### config.mk
export PLATFORM = sky130hd
export DESIGN_NAME = irrigacao_seq
export DESIGN_NICKNAME = d
export VERILOG_FILES = /design/src/rtl/irrigacao_seq.sv
export SDC_FILE = /design/constraint.sdc
export NUM_CORES = 1
export LEC_CHECK = 0
export ABC_AREA = 0
export BUFFER_PORTS_ARGS = -buffer_cell sky130_fd_sc_hd__buf_2
export CAP_MARGIN = 30
export CORE_UTILIZATION = 30
export DETAILED_ROUTE_END_ITERATION = 6
export GPL_TIMING_DRIVEN = 1
export REMOVE_ABC_BUFFERS = 1
export SLEW_MARGIN = 0
export SYNTH_ARGS = -nofsm -noshare
export SYNTH_HDL_FRONTEND = slang
export SYNTH_SLANG_ARGS = --single-unit
### constraint.sdc
create_clock -name clk -period 2.1 [get_ports clk]
set_clock_uncertainty 0.05 [all_clocks]
set_input_delay 0.105 -clock clk [delete_from_list [all_inputs] [get_ports clk]]
set_output_delay 0.105 -clock clk [all_outputs]
set_load 0.05 [all_outputs]
### src/rtl/irrigacao_seq.sv
// Irrigation sequencer: debounced probe decode, inlet hysteresis and single-pump drip/sprinkler arbitration.
// Every output is registered; level changes reach the outputs 2 + DEB_CYC + 1 edges after the pins move.
module irrigacao_seq #(
    parameter int DEB_CYC = 4,
    parameter int MIN_ON  = 16,
    parameter int MAX_ON  = 64,
    parameter int PAUSE   = 8
) (
    input  logic       clk,
    input  logic       rst,
    input  logic       H,
    input  logic       M,
    input  logic       L,
    input  logic       Us,
    input  logic       Ua,
    input  logic       T,
    output logic       Vs,
    output logic       Bs,
    output logic       Ve,
    output logic       Al,
    output logic       Erro,
    output logic [1:0] Nivel,
    output logic [2:0] Estado
);
    localparam int DW   = $clog2(DEB_CYC + 1);
    localparam int CMAX = (MAX_ON > PAUSE) ? MAX_ON : PAUSE;
    localparam int CW   = $clog2(CMAX);

    typedef enum logic [2:0] {
        IDLE     = 3'd0,
        GOTEJA   = 3'd1,
        ASPERSAO = 3'd2,
        PAUSA    = 3'd3,
        FALHA    = 3'd4
    } state_t;

    logic [2:0]    sync1_q, sync2_q, prev_q, prev_d, lvl_q, lvl_d;
    logic [1:0]    svld_q;
    logic [DW-1:0] deb_cnt_q, deb_cnt_d;
    logic          ok_q, ok_d;
    state_t        state_q, state_d;
    logic [CW-1:0] cnt_q, cnt_d;
    logic          tout_q, tout_d;
    logic          vs_q, vs_d, bs_q, bs_d, ve_q, ve_d, al_q, al_d, erro_q, erro_d;
    logic [1:0]    nivel_q, nivel_d;

    logic          code_ok, err, vazio, baixo, cheio;
    logic [1:0]    dec;

    // The synchronizer's reset contents are not a real sample, so counting waits until it has filled.
    always_comb begin
        deb_cnt_d = deb_cnt_q;
        prev_d    = prev_q;
        lvl_d     = lvl_q;
        ok_d      = ok_q;
        if (svld_q[1]) begin
            prev_d = sync2_q;
            if (deb_cnt_q != '0 && sync2_q == prev_q) begin
                if (deb_cnt_q != DW'(DEB_CYC))
                    deb_cnt_d = deb_cnt_q + DW'(1);
            end else begin
                deb_cnt_d = DW'(1);
            end
            if (deb_cnt_d == DW'(DEB_CYC)) begin
                lvl_d = sync2_q;
                ok_d  = 1'b1;
            end
        end
    end

    always_comb begin
        code_ok = 1'b1;
        dec     = 2'd0;
        case (lvl_q)
            3'b000:  dec = 2'd0;
            3'b001:  dec = 2'd1;
            3'b011:  dec = 2'd2;
            3'b111:  dec = 2'd3;
            default: code_ok = 1'b0;
        endcase
        err   = ok_q & ~code_ok;
        vazio = ok_q & code_ok & (dec == 2'd0);
        baixo = ok_q & code_ok & (dec == 2'd1);
        cheio = ok_q & code_ok & (dec == 2'd3);
    end

    always_comb begin
        state_d = state_q;
        cnt_d   = cnt_q;
        tout_d  = tout_q;
        case (state_q)
            IDLE: begin
                cnt_d = '0;
                if (ok_q) begin
                    if (err)
                        state_d = FALHA;
                    else if (!Us && !vazio) begin
                        if (!Ua)
                            state_d = ASPERSAO;
                        else if (T || baixo)
                            state_d = GOTEJA;
                        else
                            state_d = ASPERSAO;
                    end
                end
            end
            GOTEJA, ASPERSAO: begin
                // Priority: fault, empty tank, satisfied soil, then the run timeout.
                if (err) begin
                    state_d = FALHA;
                    cnt_d   = '0;
                end else if (vazio) begin
                    state_d = PAUSA;
                    cnt_d   = '0;
                    if (cnt_q == CW'(MAX_ON - 1))
                        tout_d = 1'b1;
                end else if (cnt_q >= CW'(MIN_ON - 1) && Us) begin
                    state_d = PAUSA;
                    cnt_d   = '0;
                    tout_d  = 1'b0;
                end else if (cnt_q == CW'(MAX_ON - 1)) begin
                    state_d = PAUSA;
                    cnt_d   = '0;
                    tout_d  = 1'b1;
                end else begin
                    cnt_d = cnt_q + CW'(1);
                end
            end
            PAUSA: begin
                if (err) begin
                    state_d = FALHA;
                    cnt_d   = '0;
                end else if (cnt_q == CW'(PAUSE - 1)) begin
                    state_d = IDLE;
                    cnt_d   = '0;
                end else begin
                    cnt_d = cnt_q + CW'(1);
                end
            end
            FALHA: begin
                cnt_d = '0;
                if (!err)
                    state_d = PAUSA;
            end
            default: begin
                state_d = IDLE;
                cnt_d   = '0;
            end
        endcase
    end

    always_comb begin
        vs_d   = (state_d == GOTEJA);
        bs_d   = (state_d == ASPERSAO);
        erro_d = err;
        al_d   = ok_q & (err | vazio | baixo | tout_d);
        nivel_d = (ok_q && code_ok) ? dec : nivel_q;
        ve_d   = ve_q;
        if (!ok_q || err)
            ve_d = 1'b0;
        else if (vazio || baixo)
            ve_d = 1'b1;
        else if (cheio)
            ve_d = 1'b0;
    end

    always_ff @(posedge clk) begin
        if (rst) begin
            sync1_q   <= '0;
            sync2_q   <= '0;
            svld_q    <= '0;
            prev_q    <= '0;
            deb_cnt_q <= '0;
            lvl_q     <= '0;
            ok_q      <= 1'b0;
            state_q   <= IDLE;
            cnt_q     <= '0;
            tout_q    <= 1'b0;
            vs_q      <= 1'b0;
            bs_q      <= 1'b0;
            ve_q      <= 1'b0;
            al_q      <= 1'b0;
            erro_q    <= 1'b0;
            nivel_q   <= 2'd0;
        end else begin
            sync1_q   <= {H, M, L};
            sync2_q   <= sync1_q;
            svld_q    <= {svld_q[0], 1'b1};
            prev_q    <= prev_d;
            deb_cnt_q <= deb_cnt_d;
            lvl_q     <= lvl_d;
            ok_q      <= ok_d;
            state_q   <= state_d;
            cnt_q     <= cnt_d;
            tout_q    <= tout_d;
            vs_q      <= vs_d;
            bs_q      <= bs_d;
            ve_q      <= ve_d;
            al_q      <= al_d;
            erro_q    <= erro_d;
            nivel_q   <= nivel_d;
        end
    end

    assign Vs     = vs_q;
    assign Bs     = bs_q;
    assign Ve     = ve_q;
    assign Al     = al_q;
    assign Erro   = erro_q;
    assign Nivel  = nivel_q;
    assign Estado = state_q;
endmodule
## Yosys cells after proc, flatten, opt, wreduce, memory -nomap -nowiden

Cells that the tools add are included.

- Register bits: 35
- Input bits: 8
- Output and inout bits: 10
- Word-level logic and storage cells: 98

- $add $sub $neg: 2
- Magnitude comparators: 1
- Equality and inequality tests: 16
- Mux-type cells: 33
- Bitwise logic cells: 10
- Reductions and logical operators: 19

Operators by type and width:

| cell | count |
|---|---|
| two-way mux 3 bit | 13 |
| two-way mux 6 bit | 6 |
| == test 3 x 2 -> 1 bit, second input constant | 4 |
| one-hot mux 3 bit (4 select lines) | 1 |
| one-hot mux 6 bit (2 select lines) | 1 |
| == test 3 x 1 -> 1 bit, second input constant | 3 |
| == test 3 bit, second input constant | 3 |
| two-way mux 1 bit | 9 |
| adder 6 x 1 -> 6 bit, second input constant | 1 |
| AND 1 bit | 6 |
| == test 6 x 3 -> 1 bit, second input constant | 1 |
| == test 6 bit, second input constant | 1 |
| >= comparator 6 x 4 -> 1 bit, second input constant | 1 |
| logical NOT 3 bit | 2 |
| one-hot mux 2 bit (3 select lines) | 1 |
| logical AND 1 bit | 4 |
| two-way mux 2 bit | 2 |
| OR reduction 2 bit | 2 |
| OR reduction 4 bit | 1 |
| adder 3 x 1 -> 3 bit, second input constant | 1 |
| == test 3 bit | 1 |
| logical NOT 1 bit | 3 |
| logical OR 1 bit | 3 |
| inequality test 3 bit, second input constant | 1 |
| other kinds (8) | 10 |

## Longest topological paths before layout

- Word-level depth: 13
- Gate-level depth with buffers: 6
- Mapped depth without buffers: 6

## Worst setup path before layout

OpenSTA, ideal clock, no wires.

- Path type: register to register
- Start: reg state_q[1], in the netlist Estado[1]
- End: reg state_q[0], in the netlist Estado[0]
- Arrival: 1.754 ns
- Data required time: 1.990 ns
- Path slack: 0.236 ns
- Stages on the path, launching flop included: 6
- Buffers on the path: 1
- Clock period less this slack: 1.864 ns
- Path through: dfxtp_1 -> buf_2 -> or2_1 -> or4_1 -> nor4_2 -> o41a_1

- Cells in the longest elaborated chain, start to end: 3

RTL lines:

| item | RTL line | text |
|---|---|---|
| start, declared | 41 | `state_t state_q, state_d;` |
| start signal, assigned | 193 | `state_q <= state_d;` |
| == test 3 x 1 -> 1 bit / == test 3 x 2 -> 1 bit (equally long branches) | 91 | `case (state_q)` |
| OR reduction 2 bit | 91 |  |
| one-hot mux 3 bit (4 select lines) * | 91 |  |

Mark *: on every way between the ends. The rest lies on a longest branch, timed or not.
A chain may end at the register's enable or synchronous reset.

## Worst setup path in the final report

- Start: reg cnt_q[0]
- End: reg bs_q, in the netlist Bs

- Cells in the longest elaborated chain, start to end: 7

RTL lines:

| item | RTL line | text |
|---|---|---|
| start, declared | 42 | `logic [CW-1:0] cnt_q, cnt_d;` |
| start signal, assigned | 194 | `cnt_q <= cnt_d;` |
| >= comparator 6 x 4 -> 1 bit / == test 6 bit (equally long branches) | 117, 121 |  |
| logical AND 1 bit / two-way mux 3 bit (equally long branches) | 117, 121 |  |
| two-way mux 3 bit | 117 | `end else if (cnt_q >= CW'(MIN_ON - 1) && Us) begin` |
| two-way mux 3 bit | 112 | `end else if (vazio) begin` |
| two-way mux 3 bit | 109 | `if (err) begin` |
| one-hot mux 3 bit (4 select lines) * | 91 |  |
| == test 3 x 2 -> 1 bit * | 154 | `bs_d = (state_d == ASPERSAO);` |
| end signal, assigned | 197 | `bs_q <= bs_d;` |
| end, declared | 44 | `logic vs_q, vs_d, bs_q, bs_d, ve_q, ve_d, al_q, al_d, erro_q, erro_d;` |

Marked as above.

==> metrics.md <==
| Metric | Value |
|---|---|
| Run status | complete, no violations |
| Xor/xnor share of the synthesized area | 4.25% |
| Crit Path Category | reg2reg |
| Endpoint type of the worst setup path | register |
| Number of synthesized flops with an enable pin | 0 |
| Fmax | around 520 MHz |
| Final max-slew violation count | 0 |
| Critical path arrival | 2080 ps |
| Final hold vios | 0 |
| Simple-gate area share of the yosys netlist | around 25% |
| Routed Antenna Nets | 0 |
| P&R area growth vs syn | 16.1% |
| Vias in the first global route | approximately 1200 |
| Cells after synthesis | 180 |
| Diodes inserted | 0 |
| Fillcell total | approximately 550 |
| Worst hold path class | in2reg |
| Synth warn | 0 |
| Drt wl/cell | about 12 um |
| Initial Util | roughly a third |
| CP Launch Type | register |
| Met3 Resource Use GR | under 10% |
| Synth cell types | 51 |
| Max Cap Viol | 0 |
| Chip Height | ~76 um |
| Post-synthesis cell area | 1650 um2 |
| Pin count of the biggest net entering global routing | 15 |
| PostCTS Resize Cnt | 0 |
| CTS H-Tree Depth | 2 |
| Met2 Usage GRT | between 10% and 20% |
| CP cell instances | ha_1, and3_1, a211o_1, or4_1, a21boi_1 |
| PD cells | 637 nW/um2 |
| CP max-delay cell | or4_1 |
| Clock Latency Late Sink | just under 300 ps |
| Post-CTS Repair Setup Buffers | 0 |
| Synth Flop Type | dfxtp_1 |
| Clock sink count | 35 |
| Synthesized area per cell | between 9 and 10 um2 |
| CTS tree | yes |
| CTS max path bufs | 2 |
| Synth top area share | 42.5% |
| Compound-gate portion of the synthesized area | approximately 17% |
| Tcrit/Tclk final | around 91% |
| Slew margin rel. | approximately 74% |
| Initial antenna violation count | 0 |
| First-pass GRT wire length | roughly 5500 um |
| Final setup fails | 0 |
| Global route hottest layer | met2 |
| Reg clk slew, reported paths | approximately 70 ps |
| FF-to-FF Start | cnt_q[0] |
| Asr flop ratio synth | 0% |
| RSZ-0062 raised after global routing | false |
| Met1 Use GR | between 15 and 20% |
| Synth area leaders | dfxtp_1 (42%), mux2i_1 (3.6%), nand2_1 (3.2%), nor2b_1 (3.0%), nor2_1 (3.0%) |
| Worst-path maximum fanout | 6 |
| Core area | 5200 um2 |
| Die width | approximately 76 um |
| Starting DRT DRC Count | 53 |
| Root Driver | clkbuf_8 |
| Layout cells sized above 1 | approximately 16% |
| Crit. Startpoint | cnt_q[0] |
| Post-Synth Adder-Cell Area | approximately 2.9% |
| Rows | 26 |
| 1st-pass router iterations | 4 |
| LEAKAGE | a little under 0.8 nW |
| Vias | 1346 |
| Hold Crit Start | rst |
| Num ports | 18 |
| Register area share after synthesis | 42.5% |
| Yosys top cell by area | dfxtp_1 |
| Via density | about 4.9 |
| Synth Register Bits | 35 |
| Final setup TNS | 0 ps |
| Final net count | between 200 and 250 |
| Delay-heaviest family, CP | simple AND/OR/NAND/NOR gates |
| IO Port Bufs | 17 |
| Remaining global-route overflow | 0 |
| RD Place Congestion | between 0.7 and 0.8 |
| Detailed Route WL | 3330 um |
| Post-layout min period | 1920 ps |
| CP bufs+invs | 0 |
| Worst VDD drop | roughly 0.00026 V |
| DR DRC count | 0 |
| Num CTS Buffers | 5 |
| Post-synthesis mux area share | 3.64% |
| Max incr delay on CP | between 400 and 500 ps |
| CP required | around 2300 ps |
| Tightest Pin Transition | between 300 and 400 ps |
| Die area | 5800 um2 |
| DP HPWL | between 2000 and 2500 um |
| Combinational family with the most area after synthesis | simple AND/OR/NAND/NOR gates |
| Gr usage total | between 10% and 20% |
| Final total power | approximately 1.2 mW |
## worst register-to-register path: stages (launching register included)
cell,delay [ps]
dfxtp_1,330
ha_1,240
and3_1,230
a211o_1,350
or4_1,490
a21boi_1,160
## worst paths after layout
path	end	slack (ps)	cells after the start
worst min-delay path	Nivel[1]	80	2
worst max-delay path	Bs	180	5
worst max register to register	Bs	180	5
worst min register to register	sync2_q[0]	380	1
## layout make-up
class / instances / area, um2 / share of cell area (%)
clock buffer: 6 / 72.6 / 3.79
clock inverter: 2 / 12.5 / 0.653
inverter: 6 / 22.5 / 1.18
multi-input combinational: 131 / 882 / 46.0
sequential: 35 / 701 / 36.6
tap: 70 / 87.6 / 4.57
timing repair buffer: 23 / 138 / 7.18
## kinds of logic (layout without fill, tap and decap cells)
group / after synthesis / after routing
simple gates: 73 / 73
compound gates: 40 / 40
flops: 35 / 35
buf+inv: 14 / 37
xor+xnor: 8 / 8
mux: 6 / 6
fa+ha+maj: 4 / 4
## cells in the mapped netlist (all sizes together), types with 3 or more instances
library cell and n:
clkbuf 3, buf 5, inv 5, nand2 14, a211oi 3, o21ai 8
o21a 4, a31oi 4, nor3 6, mux2i 6, and3 6, nor2b 9
a21oi 5, dfxtp 35, ha 3, nor4 4, xor2 4, nand3 3
a21o 3, nor2 13, nand2b 5, xnor2 4
## sequential cells by signal, indices dropped and copies added (netlist names)
name and flops:
tout_q 1, Estado 3, cnt_q 6, sync1_q 3, ok_q 1, lvl_q 3
Vs 1, Erro 1, Nivel 2, prev_q 3, Ve 1, Bs 1
Al 1, sync2_q 3, deb_cnt_q 3, svld_q 2
## stage by stage
step                      std cells  hold slack [ps]  utilization, %  area [um2]  setup WS, ps
after global placement          262              263            34.6        1800           278
after CTS                       273             81.0            36.8        1920           210
after detailed placement        262              269            34.6        1800           230
final                           273             84.8            36.8        1920           183
after floorplan                 172              124               -        1610           316
after global routing            273              106            36.8        1920          97.4
## cell usage in the layout (no fill, tap or decap), types with 2 or more instances in the layout
master and instances:
nor4_1 3, o21ai_1 3, o21ai_0 5, buf_2 17, dfxtp_1 35, a21oi_1 5
nand2b_1 5, or3_1 2, and3_1 6, clkbuf_8 5, a41o_1 2, nor3_1 6
a21o_1 3, a211oi_1 3, dlygate4sd3_1 3, xnor2_1 4, or4_1 2, xor2_1 4
nand2_1 14, o21a_1 4, nor2_1 13, mux2i_1 6, nand3_1 3, a31oi_1 4
inv_1 5, buf_4 3, nand3b_1 2, nor2b_1 8, ha_1 3
## what timing repair did
action                     4_1_cts  5_1_grt
setup endpoints to repair        0        0
hold endpoints to repair         3        0
hold buffers                     3        0
## layer usage
metal,vias to the layer above,share of wire [%]
li1,694,-
met1,614,53
met2,31,41
met3,7,4.0
met4,0,1.4
met5,-,0
## power by group
part           internal [mW]  switching, mW
Sequential             0.673        0.00695
Combinational         0.0260         0.0320
Clock                  0.232          0.249
Total                  0.931          0.288
No activity file was read; power rests on OpenSTA's default activity.
